$ cat config.mk
export PLATFORM = sky130hd
export DESIGN_NAME = hazard_control
export DESIGN_NICKNAME = d
export VERILOG_FILES = /design/src/rtl/hazard_control.sv
export SDC_FILE = /design/constraint.sdc
export NUM_CORES = 1
export LEC_CHECK = 0
export CORE_UTILIZATION = 38
export DETAILED_ROUTE_END_ITERATION = 10
export PLACE_DENSITY = 0.8
export SYNTH_ARGS = -nofsm -noshare
export SYNTH_HDL_FRONTEND = slang
export SYNTH_SLANG_ARGS = --single-unit
$ cat constraint.sdc
create_clock -name clk -period 2.5 [get_ports clk]
set_clock_uncertainty 0.1 [all_clocks]
set_input_delay 0.625 -clock clk [delete_from_list [all_inputs] [get_ports clk]]
set_output_delay 0.625 -clock clk [all_outputs]
set_load 0.02 [all_outputs]
$ cat src/rtl/hazard_control.sv
// rtl/hazard_control.sv - pipeline hazard unit: forwarding, load-use stall, branch flush, memory-wait FSM
// Optional feature macro: HAZARD_PERF_CNT_EN (adds StallCycles / FlushCount performance counters)
module hazard_control (
    input  logic       clk,
    input  logic       rst,
    input  logic [4:0] Rs1D,
    input  logic [4:0] Rs2D,
    input  logic [4:0] Rs1E,
    input  logic [4:0] Rs2E,
    input  logic [4:0] RdE,
    input  logic [1:0] ResultSrcE,
    input  logic       PCSrcE,
    input  logic [4:0] RdM,
    input  logic [4:0] RdW,
    input  logic       RegWriteM,
    input  logic       RegWriteW,
    input  logic       MemReqM,
    input  logic       MemReadyM,
    output logic       StallF,
    output logic       StallD,
    output logic       StallE,
    output logic       StallM,
    output logic       FlushD,
    output logic       FlushE,
    output logic [1:0] ForwardAE,
    output logic [1:0] ForwardBE,
    output logic       MemTimeout
`ifdef HAZARD_PERF_CNT_EN
    ,
    output logic [31:0] StallCycles,
    output logic [31:0] FlushCount
`endif
);

    localparam logic [1:0] S_RUN   = 2'd0;
    localparam logic [1:0] S_WAIT  = 2'd1;
    localparam logic [1:0] S_ERROR = 2'd2;

    logic [1:0] r_state;
    logic [1:0] w_next_state;
    logic [7:0] r_wait_cnt;
    logic       w_mem_wait;
    logic       w_load_use;
    logic       w_hold;

    assign w_mem_wait = MemReqM & ~MemReadyM;

    assign w_load_use = (ResultSrcE == 2'b01) && (RdE != 5'd0) &&
                        ((RdE == Rs1D) || (RdE == Rs2D));

    // Whole pipeline freezes while memory is outstanding, while waiting, or after a timeout.
    // The completion cycle of WAIT (MemReadyM high) is deliberately not a hold cycle.
    assign w_hold = w_mem_wait ||
                    (r_state == S_ERROR) ||
                    ((r_state == S_WAIT) && !MemReadyM);

    // Forwarding: Memory stage has priority over Writeback; x0 is never forwarded
    always_comb begin
        ForwardAE = 2'b00;
        ForwardBE = 2'b00;
        if (RegWriteM && (RdM != 5'd0) && (RdM == Rs1E))
            ForwardAE = 2'b10;
        else if (RegWriteW && (RdW != 5'd0) && (RdW == Rs1E))
            ForwardAE = 2'b01;
        if (RegWriteM && (RdM != 5'd0) && (RdM == Rs2E))
            ForwardBE = 2'b10;
        else if (RegWriteW && (RdW != 5'd0) && (RdW == Rs2E))
            ForwardBE = 2'b01;
    end

    // Stall/flush decode; a held pipeline suppresses flushes so a pending branch is re-presented later
    always_comb begin
        StallF = 1'b0;
        StallD = 1'b0;
        StallE = 1'b0;
        StallM = 1'b0;
        FlushD = 1'b0;
        FlushE = 1'b0;
        if (w_hold) begin
            StallF = 1'b1;
            StallD = 1'b1;
            StallE = 1'b1;
            StallM = 1'b1;
        end else begin
            StallF = w_load_use;
            StallD = w_load_use;
            FlushD = PCSrcE;
            FlushE = w_load_use | PCSrcE;
        end
    end

    // Next-state logic for the memory-wait tracker
    always_comb begin
        w_next_state = r_state;
        case (r_state)
            S_RUN: begin
                if (w_mem_wait)
                    w_next_state = S_WAIT;
            end
            S_WAIT: begin
                if (MemReadyM)
                    w_next_state = S_RUN;
                else if (r_wait_cnt == 8'hFF)
                    w_next_state = S_ERROR;
            end
            S_ERROR: w_next_state = S_ERROR;
            default: w_next_state = S_RUN;
        endcase
    end

    // State register; ERROR is left only through rst
    always_ff @(posedge clk or posedge rst) begin
        if (rst)
            r_state <= S_RUN;
        else
            r_state <= w_next_state;
    end

    // Wait counter: cleared in RUN, counts WAIT cycles, saturates at 255 where ERROR takes over
    always_ff @(posedge clk or posedge rst) begin
        if (rst)
            r_wait_cnt <= 8'd0;
        else if (r_state == S_RUN)
            r_wait_cnt <= 8'd0;
        else if ((r_state == S_WAIT) && (r_wait_cnt != 8'hFF))
            r_wait_cnt <= r_wait_cnt + 8'd1;
    end

    assign MemTimeout = (r_state == S_ERROR);

`ifdef HAZARD_PERF_CNT_EN
    logic [31:0] r_stall_cycles;
    logic [31:0] r_flush_count;

    // Performance counters: stalled-fetch cycles and branch-caused Execute flushes, wrapping
    always_ff @(posedge clk or posedge rst) begin
        if (rst) begin
            r_stall_cycles <= 32'd0;
            r_flush_count  <= 32'd0;
        end else begin
            if (StallF)
                r_stall_cycles <= r_stall_cycles + 32'd1;
            if (FlushE && PCSrcE)
                r_flush_count <= r_flush_count + 32'd1;
        end
    end

    assign StallCycles = r_stall_cycles;
    assign FlushCount  = r_flush_count;
`endif

endmodule

Word-level counts from Yosys, hierarchy flattened
Index checks and enable logic that the tools add are counted.

Register bits: 10. Bits in latches: 0. Bits in writable memories: 0. ROM bits: 0. Input port bits: 44. Output and inout bits: 11. Logic and storage cells: 53. Memories kept: 0.

$add $sub $neg: 1. Multipliers: 0. Divide/modulo/power cells: 0. Order comparisons: 0. Equality and inequality tests: 13. Shift-type cells: 0. Muxes and demuxes: 14. Bitwise operators: 3. Reduce and logical (&&, ||, !) cells: 20.

Operator list (number): 5-bit == test (6); 8-bit two-way mux (2); 5-bit nonzero test (3); 1-bit logical AND (10); 2-bit two-way mux (5); 8-bit by 1-bit adder with 8-bit output (second input constant) (1); 8-bit == test (second input constant) (1); 8-bit inequality test (second input constant) (1); 1-bit two-way mux (6); 2-bit one-hot mux with 3 select lines (1); 2-bit by 1-bit == test with 1-bit output (second input constant) (2); 1-bit logical OR (3); 3-bit by 2-bit inequality test with 1-bit output (second input constant) (1); 2-bit == test (second input constant) (1); 2-bit zero test (1); 2-bit inequality test (second input constant) (1); 2-bit AND reduction (1); 2-bit nonzero test (1); 1-bit bitwise AND (1); 1-bit zero test (1); 1-bit NOT (1); 1-bit OR (1).

Logic depth before layout (Yosys ltp)
Depth in word-level cells: 5. Gate-level depth with buffers: 5.

Worst setup path before layout
No wires, ideal clock.

Kind: input-to-output. Start point: input RdM[1]. End point: output ForwardAE[0]. Data arrival time: 1956 ps. Required time: 1775 ps. Slack: -181 ps. Cell stages on the path: 4. Buffers on the path: 0. Path through: or4_4 -> o21ai_2 -> nor4_1 -> nor4_2.

Cells in the longest elaborated chain, start to end: 4.

Ends and longest elaborated chain: start: declaration (line 13) `input logic [4:0] RdM,`; 5-bit nonzero test (line 61) `if (RegWriteM && (RdM != 5'd0) && (RdM == Rs1E))`; 1-bit logical AND (line 61); 1-bit logical AND (*) (line 61); 2-bit two-way mux (*) (line 61); end: declaration (line 25) `output logic [1:0] ForwardAE,`.

Every way passes the cells marked *; elsewhere a longest branch is shown, timed or not.

Worst setup path after layout
Start point: input RdW[2]. End point: output ForwardBE[0].

Cells in the longest elaborated chain, start to end: 5.

Ends and longest elaborated chain: start: declaration (line 14) `input logic [4:0] RdW,`; 5-bit nonzero test (line 67) `else if (RegWriteW && (RdW != 5'd0) && (RdW == Rs2E))`; 1-bit logical AND (line 67); 1-bit logical AND (*) (line 67); 1-bit two-way mux (*) (line 67); 2-bit two-way mux (*) (line 65) `if (RegWriteM && (RdM != 5'd0) && (RdM == Rs2E))`; end: declaration (line 26) `output logic [1:0] ForwardBE,`.

Marked as above.

==> flow_summary.json <==
{
  "overflow": 0,
  "setup_violations": 3,
  "reg2regPathDepth": 5,
  "die_w_um": 52.5,
  "r2r_end": "r_wait_cnt[7]$_DFFE_PP0P_",
  "synth_edf_count": 0,
  "hold-path-endpoint": "r_wait_cnt[3]$_DFFE_PP0P_",
  "hpwl_mm": 2.49,
  "syn_nets": 159,
  "worst_pin_slew_ps": 525,
  "wl_mm": 3.22,
  "synthTopCellsByArea": "dfrtp_1 (26%), xor2_1 (22%), xnor2_1 (5.4%)",
  "holdPathStages": 1,
  "fin_crit_ps": 2670,
  "grt_pass1_vias": 1146,
  "nets": 245,
  "nFillCells": 155,
  "antenna_found_initial": 0,
  "startpoint_type": "primary input",
  "placementRows": 17,
  "hp-class": "flop to flop",
  "utilization_pct": 79.0,
  "ys_seq_area_share_pct": 25.9,
  "ys.flop_type": "dfrtp_1",
  "gp_congestion": 0.885,
  "die_area_mm2": 0.00275,
  "htree_levels": 1,
  "finalHoldViolations": 0,
  "drive_gt1_share_pct": 40.9,
  "crit_type": "primary input to output pin",
  "yosys_warnings": 0,
  "cp_data_arrival_time_ps": 1940,
  "drc_errors": 0,
  "critPathCaptureType": "output pin",
  "synth_cells": 114,
  "r2r_setup_slack_ps": 690,
  "grt_max_degree": 11,
  "violations": "negative setup slack",
  "dp.cells": 219,
  "drt-initial-drc-count": 57,
  "synthArstFlopShare_pct": 100,
  "fin_crit_sh_pct": 107,
  "viasPerCell": 5.36,
  "required_ps": 1770,
  "slew_headroom_pct": 64.6,
  "instances_no_fill": 226,
  "cts-root-buf": "clkbuf_4",
  "clock_path_buffers": 2,
  "ys_seq_elements": 10,
  "ys_types": 32,
  "port_buffers": 54,
  "leakagePower_nw": 0.910,
  "area_delta_synth_final_pct": 87.7,
  "fmax_mhz": 375,
  "pin_count": 55,
  "drt_pass1_iterations": 5,
  "antenna_left": 0,
  "start_util_pct": 42.1,
  "powerDensity_mw_per_mm2": 430,
  "yosysTopAreaCell": "dfrtp_1",
  "cts_tree": "yes",
  "coreArea_mm2": 0.00230,
  "status": "finished with violations",
  "gr-usage-all-layers_pct": 22.4,
  "slew_viol_final": 0,
  "holdBufCountCts": 0,
  "rsz0062_at_grt": "true",
  "path_max_fanout": 2,
  "postSynthAreaPerCell_um2": 8.48,
  "crit-reg2reg-launch": "r_wait_cnt[0]$_DFFE_PP0P_",
  "clock_latency_ps": 270,
  "n_antenna_cell": 0,
  "cap_violations": 0,
  "synthesis.area_um2": 967,
  "holdCritStartpoint": "r_wait_cnt[3]$_DFFE_PP0P_",
  "grt_pass1_wl_mm": 4.60,
  "cts_made_buffers": 3,
  "vdd_ir_drop_max_v": 0.000356,
  "vias": 1212,
  "synth_top_cell_area_share_pct": 25.9,
  "die_y_um": 52.5,
  "cts.sinks": 10,
  "clk_pin_slew_ps": 60,
  "post_drt_wl_per_cell_um": 14.2,
  "setup_slack_ps": -165
}
-- flip-flops by register name, summed over array words and instances, names as in the netlist --
name and count:
r_wait_cnt 8, r_state 2
-- synthesized netlist by cell type, drive strengths merged, types with 4 or more instances --
| library cell | n |
|---|---|
| a21oi | 5 |
| and3 | 5 |
| xnor2 | 6 |
| or4 | 5 |
| o21ai | 11 |
| nor3 | 4 |
| nor4 | 4 |
| nor2 | 5 |
| nand3 | 7 |
| dfrtp | 10 |
| inv | 5 |
| xor2 | 24 |
-- metal layers --
layer | part of all wire [%] | GRT usage [%] | routed length, um
met5 | 0 | 0 | 0
met4 | 2.3 | 8.33 | 74
met3 | 6.8 | 4.35 | 220
met2 | 53 | 42.6 | 1720
met1 | 38 | 23.8 | 1210
-- worst max-delay path, stage by stage --
cell and delay, ps:
buf_6 100, buf_6 100, xor2_1 150, or4_4 500, nor4_4 280, buf_4 180
-- timing repair --
item | in CTS | in global routing
setup buffers | 2 | 2
resized for setup | 130 | 35
endpoints found under the setup margin | 10 | 11
cloned | 0 | 0
pin swaps | 25 | 14
-- how the worst max path moves through the flow --
| stage | slack (ps) | startpoint | cells after the start | endpoint |
|---|---|---|---|---|
| after global routing | -190 | RdW[2] | 6 | ForwardBE[0] |
| after floorplan | -90 | RdM[4] | 4 | ForwardAE[0] |
| after detailed placement | -1060 | RdW[4] | 6 | ForwardBE[0] |
| after CTS | -210 | RdM[3] | 6 | ForwardBE[0] |
| final | -170 | RdW[2] | 6 | ForwardBE[0] |
| after global placement | -1030 | RdW[4] | 6 | ForwardBE[0] |
-- stage by stage --
step | worst slack (ps) | hold WS [ps] | total power, mW | instance area (um^2) | setup TNS, ps
floorplan | -85.4 | 365 | 0.419 | 967 | -171
detailed placement | -1060 | 443 | 0.667 | 1720 | -7040
global placement | -1030 | 435 | 0.656 | 1720 | -6760
global route | -192 | 475 | 0.828 | 1820 | -483
CTS | -212 | 450 | 0.758 | 1740 | -418
finish | -165 | 445 | 0.781 | 1820 | -352
-- power by group --
group	internal, mW	switching, mW
Combinational	0.227	0.244
Clock	0.0556	0.0540
Sequential	0.185	0.0154
-- layout make-up --
class / count / area [um^2] / area share [%]
timing repair buffer: 83 / 688 / 37.9
inverter: 5 / 18.8 / 1.03
tap: 28 / 35.0 / 1.93
multi-input combinational: 97 / 801 / 44.1
clock buffer: 3 / 22.5 / 1.24
sequential: 10 / 250 / 13.8
-- kinds of logic after synthesis --
| family | share of synthesized area, % |
|---|---|
| DFF | 25.9 |
| buffers and inverters | 3.49 |
| AOI/OAI and AO/OA | 15.1 |
| adders and majority gates | 1.29 |
| muxes | 2.20 |
| and+or+nand+nor | 24.8 |
| xor gates and xnor gates | 27.2 |
-- placed cells by master (no fill, tap or decap), drive strengths merged, types with 2 or more instances in the layout --
master and count:
nand3 7, nor4 4, clkdlybuf4s15 7, o21a 2
xnor2 6, dfrtp 10, xor2 24, inv 5
clkdlybuf4s50 5, nand2b 3, o21ai 11, nand2 3
clkbuf 7, and3 5, dlygate4sd2 13, buf 49
or4 5, nor2 5, a211o 2, dlymetal6s2s 5
nor3 4, a21oi 5
Power figures use the tool's default switching activity.
